===== config.mk =====
export PLATFORM = sky130hd
export DESIGN_NAME = mem_arbiter
export DESIGN_NICKNAME = d
export VERILOG_FILES = /design/src/rtl/mem_arb_pkg.sv /design/src/rtl/mem_arb_pick.sv /design/src/rtl/mem_arbiter.sv
export SDC_FILE = /design/constraint.sdc
export NUM_CORES = 1
export LEC_CHECK = 0
export BUFFER_PORTS_ARGS = -buffer_cell sky130_fd_sc_hd__buf_2
export CORE_UTILIZATION = 35
export CTS_CLUSTER_DIAMETER = 100
export DETAILED_ROUTE_END_ITERATION = 8
export PLACE_DENSITY_LB_ADDON = 0.15
export SYNTH_ARGS = -nofsm -noshare
export SYNTH_HDL_FRONTEND = slang
export SYNTH_SLANG_ARGS = --single-unit

===== constraint.sdc =====
create_clock -name clk_i -period 1.5 [get_ports clk_i]
set_input_delay 0.15 -clock clk_i [delete_from_list [all_inputs] [get_ports clk_i]]
set_output_delay 0.15 -clock clk_i [all_outputs]
set_load 0.01 [all_outputs]

===== src/rtl/mem_arb_pkg.sv =====
// Shared types and constants for the two-port memory arbiter.
package mem_arb_pkg;

  typedef enum logic [1:0] {
    IDLE = 2'd0,
    XFER = 2'd1,
    DONE = 2'd2
  } arb_state_e;

  localparam logic PORT0 = 1'b0;
  localparam logic PORT1 = 1'b1;

endpackage


===== src/rtl/mem_arb_pick.sv =====
// Winner selection between the two requesters.
// MEM_ARB_RR_EN selects round-robin on a tie; otherwise port 0 has fixed priority.
module mem_arb_pick
  import mem_arb_pkg::*;
(
  input  logic valid0,
  input  logic valid1,
`ifdef MEM_ARB_RR_EN
  input  logic last_grant,
`endif
  output logic grant_valid,
  output logic grant_idx
);

  always_comb begin
    grant_valid = valid0 | valid1;
    grant_idx   = PORT0;
    if (valid0 && valid1) begin
`ifdef MEM_ARB_RR_EN
      // Tie goes to whichever port was not served last.
      grant_idx = (last_grant == PORT0) ? PORT1 : PORT0;
`else
      grant_idx = PORT0;
`endif
    end else if (valid1) begin
      grant_idx = PORT1;
    end
  end

endmodule


===== src/rtl/mem_arbiter.sv =====
// Two-requester arbiter sharing one valid/ready memory port; one transfer in flight.
// Build option: define MEM_ARB_RR_EN for round-robin tie-breaking (default fixed priority).
module mem_arbiter
  import mem_arb_pkg::*;
#(
  parameter int unsigned WIDTH      = 8,
  parameter int unsigned DEPTH      = 1024,
  parameter int unsigned ADDR_LINES = 10
) (
  input  logic                  clk_i,
  input  logic                  rst_i,
  input  logic                  req0_valid_i,
  output logic                  req0_ready_o,
  input  logic                  req0_wr_rd_i,
  input  logic [ADDR_LINES-1:0] req0_addr_i,
  input  logic [WIDTH-1:0]      req0_wr_data_i,
  output logic                  req0_done_o,
  output logic [WIDTH-1:0]      req0_rd_data_o,
  input  logic                  req1_valid_i,
  output logic                  req1_ready_o,
  input  logic                  req1_wr_rd_i,
  input  logic [ADDR_LINES-1:0] req1_addr_i,
  input  logic [WIDTH-1:0]      req1_wr_data_i,
  output logic                  req1_done_o,
  output logic [WIDTH-1:0]      req1_rd_data_o,
  output logic                  mem_valid_o,
  output logic                  mem_wr_rd_o,
  output logic [ADDR_LINES-1:0] mem_addr_o,
  output logic [WIDTH-1:0]      mem_wr_data_o,
  input  logic [WIDTH-1:0]      mem_rd_data_i,
  input  logic                  mem_ready_i
);

  // DEPTH is informational; only reject configurations the address bus cannot reach.
  if (DEPTH > (32'd1 << ADDR_LINES)) begin : g_depth_chk
    $error("mem_arbiter: DEPTH exceeds address space");
  end

  arb_state_e            state;
  logic                  owner;
  logic                  grant_valid;
  logic                  grant_idx;
  logic                  sel_wr_rd;
  logic [ADDR_LINES-1:0] sel_addr;
  logic [WIDTH-1:0]      sel_wr_data;

`ifdef MEM_ARB_RR_EN
  logic last_grant;

  mem_arb_pick u_pick (
    .valid0      (req0_valid_i),
    .valid1      (req1_valid_i),
    .last_grant  (last_grant),
    .grant_valid (grant_valid),
    .grant_idx   (grant_idx)
  );
`else
  mem_arb_pick u_pick (
    .valid0      (req0_valid_i),
    .valid1      (req1_valid_i),
    .grant_valid (grant_valid),
    .grant_idx   (grant_idx)
  );
`endif

  assign sel_wr_rd   = (grant_idx == PORT1) ? req1_wr_rd_i   : req0_wr_rd_i;
  assign sel_addr    = (grant_idx == PORT1) ? req1_addr_i    : req0_addr_i;
  assign sel_wr_data = (grant_idx == PORT1) ? req1_wr_data_i : req0_wr_data_i;

  // Accept is combinational so a requester sees ready in the same cycle it is chosen.
  assign req0_ready_o = !rst_i && (state == IDLE) && grant_valid && (grant_idx == PORT0);
  assign req1_ready_o = !rst_i && (state == IDLE) && grant_valid && (grant_idx == PORT1);

  always_ff @(posedge clk_i or posedge rst_i) begin
    if (rst_i) begin
      state          <= IDLE;
      owner          <= PORT0;
      mem_valid_o    <= 1'b0;
      mem_wr_rd_o    <= 1'b0;
      mem_addr_o     <= '0;
      mem_wr_data_o  <= '0;
      req0_done_o    <= 1'b0;
      req1_done_o    <= 1'b0;
      req0_rd_data_o <= '0;
      req1_rd_data_o <= '0;
`ifdef MEM_ARB_RR_EN
      last_grant     <= PORT1;
`endif
    end else begin
      req0_done_o <= 1'b0;
      req1_done_o <= 1'b0;
      case (state)
        IDLE: begin
          if (grant_valid) begin
            owner         <= grant_idx;
            mem_valid_o   <= 1'b1;
            mem_wr_rd_o   <= sel_wr_rd;
            mem_addr_o    <= sel_addr;
            mem_wr_data_o <= sel_wr_data;
            state         <= XFER;
          end
        end
        XFER: begin
          if (mem_ready_i) begin
            if (!mem_wr_rd_o) begin
              if (owner == PORT1) req1_rd_data_o <= mem_rd_data_i;
              else                req0_rd_data_o <= mem_rd_data_i;
            end
            req0_done_o   <= (owner == PORT0);
            req1_done_o   <= (owner == PORT1);
            mem_valid_o   <= 1'b0;
            mem_wr_rd_o   <= 1'b0;
            mem_addr_o    <= '0;
            mem_wr_data_o <= '0;
            state         <= DONE;
          end
        end
        DONE: begin
`ifdef MEM_ARB_RR_EN
          last_grant <= owner;
`endif
          state <= IDLE;
        end
        default: state <= IDLE;
      endcase
    end
  end

endmodule


Word-level counts from Yosys, hierarchy flattened. Cells that the tools add are included.

Word-level logic and storage cells: 53. Input bits: 51. Output and inout port bits: 40. Register bits after elaboration: 41.

Reductions and logical operators: 13. Eq/ne operators: 3. Bitwise gates (word level): 4. Mux-type cells: 23.

Operators with widths (number): 10-bit 2-to-1 mux (3); 8-bit 2-to-1 mux (3); 10-bit case mux with 2 select lines (1); 8-bit case mux with 2 select lines (1); 1-bit 2-to-1 mux (10); 4-bit AND reduction (2); 1-bit logical AND (5); 2-bit 2-to-1 mux (2); 2-bit != test (second input constant) (2); 1-bit case mux with 2 select lines (2); 2-bit case mux with 2 select lines (1); 2-bit AND reduction (2); 1-bit NOT (3); 3-bit AND reduction (1); 2-bit by 1-bit equality test with 1-bit output (second input constant) (1); 2-bit zero test (1); 2-bit nonzero test (1); 1-bit zero test (1); 1-bit OR (1).

Logic depth before layout (Yosys ltp). Gate-level depths: netlist of run 1.

Depth after elaboration: 5. Mapped depth: 6. Gate-level depth less buffers: 3.

Modules after synthesis. From an unflattened synthesis of run 1, not the netlist that was laid out.

Cell total of the unflattened synthesis: 142. Area total of the unflattened synthesis: 1883.1 µm².

By module, submodules not included: mem_arbiter (cells an instance 140, area an instance 1870.5 µm², times used 1, sequential area each 1026.0 µm²); mem_arb_pick (cells an instance 2, area an instance 12.5 µm², times used 1, sequential area each 0.0 µm²).

Worst setup path before layout of run 1. No wires, ideal clock.

Path type: register -> register. Start point: register state[1]. End point: register req1_rd_data_o[0]. Arrival: 1470 ps. Setup time: 125 ps. Clock period less this slack: 1595 ps. Setup slack: -95 ps. Buffers on the path: 2. Required time: 1375 ps. Stages on the path, launching flop included: 5. Cell sequence: dfrtp_1 -> buf_2 -> or4b_1 -> buf_6 -> mux2_4.

Word-level cells in the longest chain between the ends: 2.

Ends and longest elaborated chain: start: declaration (line mem_arbiter.sv:39) `arb_state_e state;`; start signal: assignment (line mem_arbiter.sv:76) `state <= IDLE;`; start signal: assignment (line mem_arbiter.sv:100) `state <= XFER;`; start signal: assignment (line mem_arbiter.sv:115) `state <= DONE;`; 2-bit by 1-bit equality test with 1-bit output (line mem_arbiter.sv:92) `case (state)`; 4-bit AND reduction (no line); end signal: assignment (line mem_arbiter.sv:106) `if (owner == PORT1) req1_rd_data_o <= mem_rd_data_i;`; end: declaration (line mem_arbiter.sv:25) `output logic [WIDTH-1:0] req1_rd_data_o,`.

No other way between the ends. A chain may end at the register's enable or synchronous reset.

Worst setup path after layout of run 1.
Start point: register state[1]. End point: register req1_rd_data_o[7].

The elaborated chain is that of the path after synthesis.

==> qor.txt, run 1 <==
First-pass GRT wire length - 6590 um
CP required - 1.68 ns
DR iter-0 viols - 47
Sink Count - 41
Yosys warns - 0
Worst Hold Class - primary input to asynchronous set/reset pin
CP cell instances - or4b_1 > buf_6 > mux2_4
Crit end category - flip-flop
Avg Inst Size Synth - 13.2 um2
Fillers - 427
Final worst setup slack - 0.00308 ns
Clk buf depth - 2
Nets@finish - 294
Unrepaired setup endpoints after global routing - yes
Final instance count without filler cells - 311
Ratio of cells with drive above 1 in the final layout - 57.0%
Root buf cell - clkbuf_8
Total global-route track usage - 16.3%
Final setup viols - 0
Post-Route WL - 4110 um
Skew-Pair Late Insertion Delay - 0.29 ns
Worst IR Drop VDD - 656 uV
CTS Buf Count - 5
Die X-Extent - 73.8 um
Most frequent cells in the layout - 88 x buf_2, 41 x dfrtp_1, 15 x buf_4
Post-route DRC - 0
Top delay family on crit path - simple AND/OR/NAND/NOR gates
Period utilisation layout - 99.8%
Die H - 73.8 um
Total Power - 4.22 mW
FF-to-FF End - req1_rd_data_o[7]$_DFFE_PP0P_
Max-cap violations - 0
Area post-placement - 0.00239 mm2
GPL Wtd Cong - 0.707
Critical path type - flip-flop to flip-flop
Critical Path Fanout Max - 8
Skew final - 0.00655 ns
Most common cell after layout, fill and taps aside - buf_2
Status - finished, final reports clean
Setup TNS - 0 ns
Pre-Repair DR Iteration Count - 4
Die area - 0.00544 mm2
Final Max Slew Viols - 0
Reg2reg path depth - 3
Antenna violations before repair - 0
Minimum hold slack - 0.0692 ns
Layout area overhead - 42.4%
Final Core Density - 52.9%
Cell row count - 25
DPL Wire Length - 2970 um
ANT nets after route - 0
Clock-pin slew on the worst setup and hold paths - 0.08 ns
Core area - 0.00485 mm2
Pleak - 1.38 nW
Synth cell types - 25
Largest net degree at the start of global routing - 42
Cell area after synthesis - 0.00180 mm2
CP Launch Type - flip-flop
Via count - 1446
Worst Path Buf+Inv - 1
Inst Count DP - 297
Worst Max-Slew Pin Slew - 0.505 ns
Number of diodes - 0
Max stage delay on crit path - 0.53 ns
Relative slew slack - 66.3%
IO Port Bufs - 90
Tmin final - 1.50 ns
DP Worst Slack - -0.0354 ns
Grt ovf - 0
Pwr dens - 1640 mW/mm2
Worst R2R Start - state[1]$_DFFE_PP0P_
Worst path arrival time - 1.68 ns
Synthesized flop and latch total - 41
CTS HTree Levels - 2
CTS tree - built
Final non-filler cell area - 0.00257 mm2
Via/cell ratio - 4.65
Max stage delay cell, worst path - or4b_1
Fmax - 668 MHz
Final hold vios - 0
Starting Density - 37.2%
Syn Inst Count - 137
Number of global-route vias before repair - 1452
Count of boundary I/O pins - 91
Flop-to-flop setup slack - 0.003 ns
Wirelength per Cell - 13.2 um
Seq/Total Area, Yosys - 56.9%
Syn Nets - 188
Setup crit start - state[1]$_DFFE_PP0P_
[worst register-to-register path, cell delays in order, from the launching register on]
cell,delay [ns]
dfrtp_1,0.39
or4b_1,0.53
buf_6,0.17
mux2_4,0.30
[kinds of logic after synthesis]
logic type	count (synthesis)	share of synthesized area, %
flip-flops	41	56.9
AO/OA/AOI/OAI	31	13.4
multiplexers	29	18.9
AND/OR/NAND/NOR	23	7.29
buffers and inverters	13	3.47
[cells in the mapped netlist]
library cell  count  share of area (%)
a211o_1           1               0.49
a21oi_1           2               0.56
a22o_1            8                3.9
a2bb2oi_1         1               0.49
and2_1            1               0.35
and3_1            2               0.69
buf_2             5                1.4
buf_6             1               0.62
clkbuf_1          5                1.0
dfrtp_1          41                 57
inv_1             2               0.42
mux2_2            8                5.0
mux2_4            8                6.7
mux2i_1          13                7.2
nand2_1           8                1.7
nand2_2           1               0.35
nand2b_1          1               0.35
nor2_1            4               0.83
nor2b_1           1               0.35
nor3_1            2               0.56
nor3b_1           1               0.42
nor4_4            1                1.2
o21ai_0           6                1.7
o2bb2ai_1        13                6.3
or4b_1            1               0.56
[power by group]
part | leakage, nW | switching (mW) | internal [mW]
sequential | 0.512 | 0.238 | 1.54
clock | 0.0450 | 0.374 | 0.323
combinational | 0.825 | 0.784 | 0.961
total | 1.38 | 1.40 | 2.83
[repair_timing]
item                       in CTS  in global routing
pin swaps                       1                  1
hold buffers                    0                  0
setup endpoints to repair      10                 20
buffers inserted                3                  3
gates resized for setup         4                  7
[layout make-up]
class,instances,area (um2),area share (%)
well taps,67,83.8,3.27
inverters,2,11.3,0.439
flip-flops and latches,41,1030,40.0
repair buffers,110,632,24.6
clock buffers,6,72.6,2.83
clock inverters,2,10.0,0.390
multi-input cells,83,731,28.5
[worst max-delay path by stage]
stage                                         end  cells after the start
floorplan           req1_rd_data_o[0]$_DFFE_PP0P_                      4
global placement    req1_rd_data_o[7]$_DFFE_PP0P_                      4
detailed placement  req1_rd_data_o[0]$_DFFE_PP0P_                      4
CTS                                  req0_ready_o                      5
global route        req1_rd_data_o[4]$_DFFE_PP0P_                      3
finish              req1_rd_data_o[7]$_DFFE_PP0P_                      3
[flip-flops by register name (all words and copies together), names as in the netlist]
name,count
req0_rd_data_o,8
mem_wr_data_o,8
owner,1
req0_done_o,1
mem_valid_o,1
mem_addr_o,10
req1_done_o,1
req1_rd_data_o,8
mem_wr_rd_o,1
state,2
[per-layer routing]
metal | track usage, % | part of all wire [%] | vias to the layer above
met5 | 0 | 0 | -
met4 | 7.05 | 1.6 | 0
met3 | 4.25 | 5.6 | 7
met2 | 27.2 | 47 | 57
met1 | 19.8 | 46 | 672
li1 | - | - | 710
Power figures use the tool's default switching activity.
==> run 2: changes to the inputs <==
--- a/config.mk
+++ b/config.mk
@@ -9,6 +9,7 @@
 export CORE_UTILIZATION = 35
 export CTS_CLUSTER_DIAMETER = 100
 export DETAILED_ROUTE_END_ITERATION = 8
+export GPL_TIMING_DRIVEN = 0
 export PLACE_DENSITY_LB_ADDON = 0.15
 export SYNTH_ARGS = -nofsm -noshare
 export SYNTH_HDL_FRONTEND = slang
==> constraint.sdc (replaced) <==
create_clock -name clk_i -period 1.6 [get_ports clk_i]
set_input_delay 0.16 -clock clk_i [delete_from_list [all_inputs] [get_ports clk_i]]
set_output_delay 0.16 -clock clk_i [all_outputs]
set_load 0.01 [all_outputs]
==> run 2 against run 1 <==
Compared with the run above: the run now ends with negative hold slack left; sequential share of layout area increased by 1.8 points; sequential cell count is the same; clock power grew 5.3%; global-route usage down 0.67 points; critical path type unchanged; critical endpoint is now req1_rd_data_o[6]$_DFFE_PP0P_; critical path depth down 1; worst hold slack lost 0.15 ns; via count shrank 1.9%; design area down 4.1%; first-iteration DRC count up 43%; largest power group unchanged; maximum frequency down 4.6%; sequential power down 6%; die area unchanged.
==> qor.txt, run 2 (synthesis gave the netlist of run 1 again) <==
Status - complete, but fails checks (was finished, final reports clean)
Violated checks - negative hold slack
Worst IR Drop VDD - 608 uV (was 656 uV)
Post-Route WL - 4020 um (was 4110 um)
DR iter-0 viols - 67 (was 47)
Final setup viols - 0 (unchanged)
Crit end category - flip-flop (unchanged)
Via/cell ratio - 4.70 (was 4.65)
CP required - 1.77 ns (was 1.68 ns)
Pwr dens - 1580 mW/mm2 (was 1640 mW/mm2)
Final Core Density - 50.8% (was 52.9%)
Hold_buf cts - 0 (unchanged)
Largest net degree at the start of global routing - 44 (was 42)
Layout area overhead - 36.6% (was 42.4%)
Nets@finish - 285 (was 294)
Core area - 0.00485 mm2 (unchanged)
Clk buf depth - 2 (unchanged)
Sink Count - 41 (unchanged)
Final hold vios - 41 (was 0)
CTS HTree Levels - 2 (unchanged)
Max stage delay cell, worst path - or4b_4 (was or4b_1)
Antenna violations before repair - 0 (unchanged)
Die H - 73.8 um (unchanged)
Minimum hold slack - -0.0838 ns (was 0.0692 ns)
Max reg flops - 10 (unchanged)
Post-route DRC - 0 (unchanged)
CP Launch Type - flip-flop (unchanged)
Wirelength per Cell - 13.3 um (was 13.2 um)
Worst Hold Class - primary input to asynchronous set/reset pin (unchanged)
Root buf cell - clkbuf_8 (unchanged)
Clock-pin slew on the worst setup and hold paths - 0.08 ns (about the same)
CP cell instances - or4b_4 > mux2_4 (was or4b_1 > buf_6 > mux2_4)
Tmin final - 1.57 ns (was 1.50 ns)
Total global-route track usage - 15.7% (was 16.3%)
Ratio of cells with drive above 1 in the final layout - 53.6% (was 57.0%)
ANT nets after route - 0 (unchanged)
DPL Wire Length - 2830 um (was 2970 um)
GPL Wtd Cong - 0.681 (was 0.707)
Starting Density - 37.2% (unchanged)
Number of diodes - 0 (unchanged)
Die area - 0.00544 mm2 (unchanged)
First-pass GRT wire length - 6380 um (was 6590 um)
Relative slew slack - 64.6% (was 66.3%)
Grt ovf - 0 (unchanged)
Via count - 1419 (was 1446)
Final Max Slew Viols - 0 (unchanged)
Pleak - 1.33 nW (was 1.38 nW)
Worst Max-Slew Pin Slew - 0.531 ns (was 0.505 ns)
Fmax - 637 MHz (was 668 MHz)
Die X-Extent - 73.8 um (unchanged)
Max stage delay on crit path - 0.66 ns (was 0.53 ns)
Unrepaired setup endpoints after global routing - yes (unchanged)
Cell row count - 25 (unchanged)
IO Port Bufs - 88 (was 90)
Period utilisation layout - 98.1% (was 99.8%)
Most frequent cells in the layout - 91 x buf_2, 40 x dfrtp_1, 13 x mux2i_1, 13 x o2bb2ai_1 (was 88 x buf_2, 41 x dfrtp_1, 15 x buf_4)
Top reg by flops - mem_addr_o (unchanged)
Count of boundary I/O pins - 91 (unchanged)
Number of global-route vias before repair - 1421 (was 1452)
Critical path type - flip-flop to flip-flop (unchanged)
Most common cell after layout, fill and taps aside - buf_2 (unchanged)
Skew-Pair Late Insertion Delay - 0.29 ns (about the same)
Skew final - 0.00192 ns (was 0.00655 ns)
Max-cap violations - 0 (unchanged)
CTS Buf Count - 5 (unchanged)
Pre-Repair DR Iteration Count - 4 (unchanged)
CTS tree - built (unchanged)
Critical Path Fanout Max - 8 (unchanged)
Worst path arrival time - 1.74 ns (was 1.68 ns)
-- run 2: cell count changes in the layout (fill, tap and decap cells not counted), moves of 2 or more --
cell / previous run / this run
buf_2: 88 / 91
buf_6: 7 / 0
clkbuf_1: 1 / 4
buf_4: 15 / 5
clkbuf_8: 5 / 8
and3_4: 2 / 0
and3_1: 0 / 2
-- run 2: area by class of cell --
| type | instances | area [um2] |
|---|---|---|
| inverter | 2 | 10.0 |
| fill | 442 | 2390 |
| clock inverter | 1 | 5.00 |
| clock buffer | 7 | 96.3 |
| multi-input combinational | 83 | 717 |
| tap | 67 | 83.8 |
| sequential | 41 | 1030 |
| timing repair buffer | 93 | 478 |
| buffer | 8 | 43.8 |
-- run 2: power by group --
part	internal (mW)	switching, mW	leakage [nW]
sequential	1.45	0.231	0.511
clock	0.390	0.344	0.0542
combinational	0.783	0.687	0.768
total	2.62	1.26	1.33
-- run 2: worst max-delay path: cells and delay by family, from the launching register on --
kind,cells,cell delay [ns]
and+or+nand+nor,1,0.66
DFF,1,0.46
muxes,1,0.34
-- run 2: per-layer routing --
| layer | part of all wire (%) | vias to the layer above | global-route usage, % |
|---|---|---|---|
| met4 | 1.1 | 0 | 4.49 |
| met3 | 5.6 | 5 | 5.08 |
| met2 | 47 | 53 | 25.9 |
| met1 | 47 | 674 | 19.5 |
| met5 | 0 | - | 0 |
| li1 | - | 687 | - |
-- run 2: timing repair --
item                                    CTS  global route
resized for setup                         4             3
pin swaps                                 2             1
hold endpoints to repair                  0            41
endpoints found under the setup margin   18            28
buffers inserted                          5             0
-- run 2: path summary, 6_finish.rpt --
kind	cells after the start	slack (ns)	from	endpoint
min in group clk_i	2	0.11	mem_rd_data_i[7]	req1_rd_data_o[7]$_DFFE_PP0P_
max in group asynchronous	2	1.29	rst_i	state[1]$_DFFE_PP0P_
max	2	0.03	mem_wr_rd_o$_DFFE_PP0P_	req1_rd_data_o[6]$_DFFE_PP0P_
max reg2reg	2	0.03	mem_wr_rd_o$_DFFE_PP0P_	req1_rd_data_o[6]$_DFFE_PP0P_
min	2	-0.08	rst_i	req1_rd_data_o[1]$_DFFE_PP0P_
min reg2reg	1	0.49	mem_wr_data_o[7]$_DFFE_PP0P_	mem_wr_data_o[7]$_DFFE_PP0P_
-- run 2: per-stage QoR --
step                setup TNS, ns  total power [mW]  setup slack (ns)  cells  instance area, um2
finish                          0              3.88            0.0303    302                2460
global route              -0.0251              4.15           -0.0111    302                2460
CTS                             0              3.96           0.00145    304                2470
detailed placement         -0.938              3.14           -0.0855    292                2330
global placement            -7.02              3.12            -0.512    292                2330
floorplan                       0              2.55           0.00519    137                1800
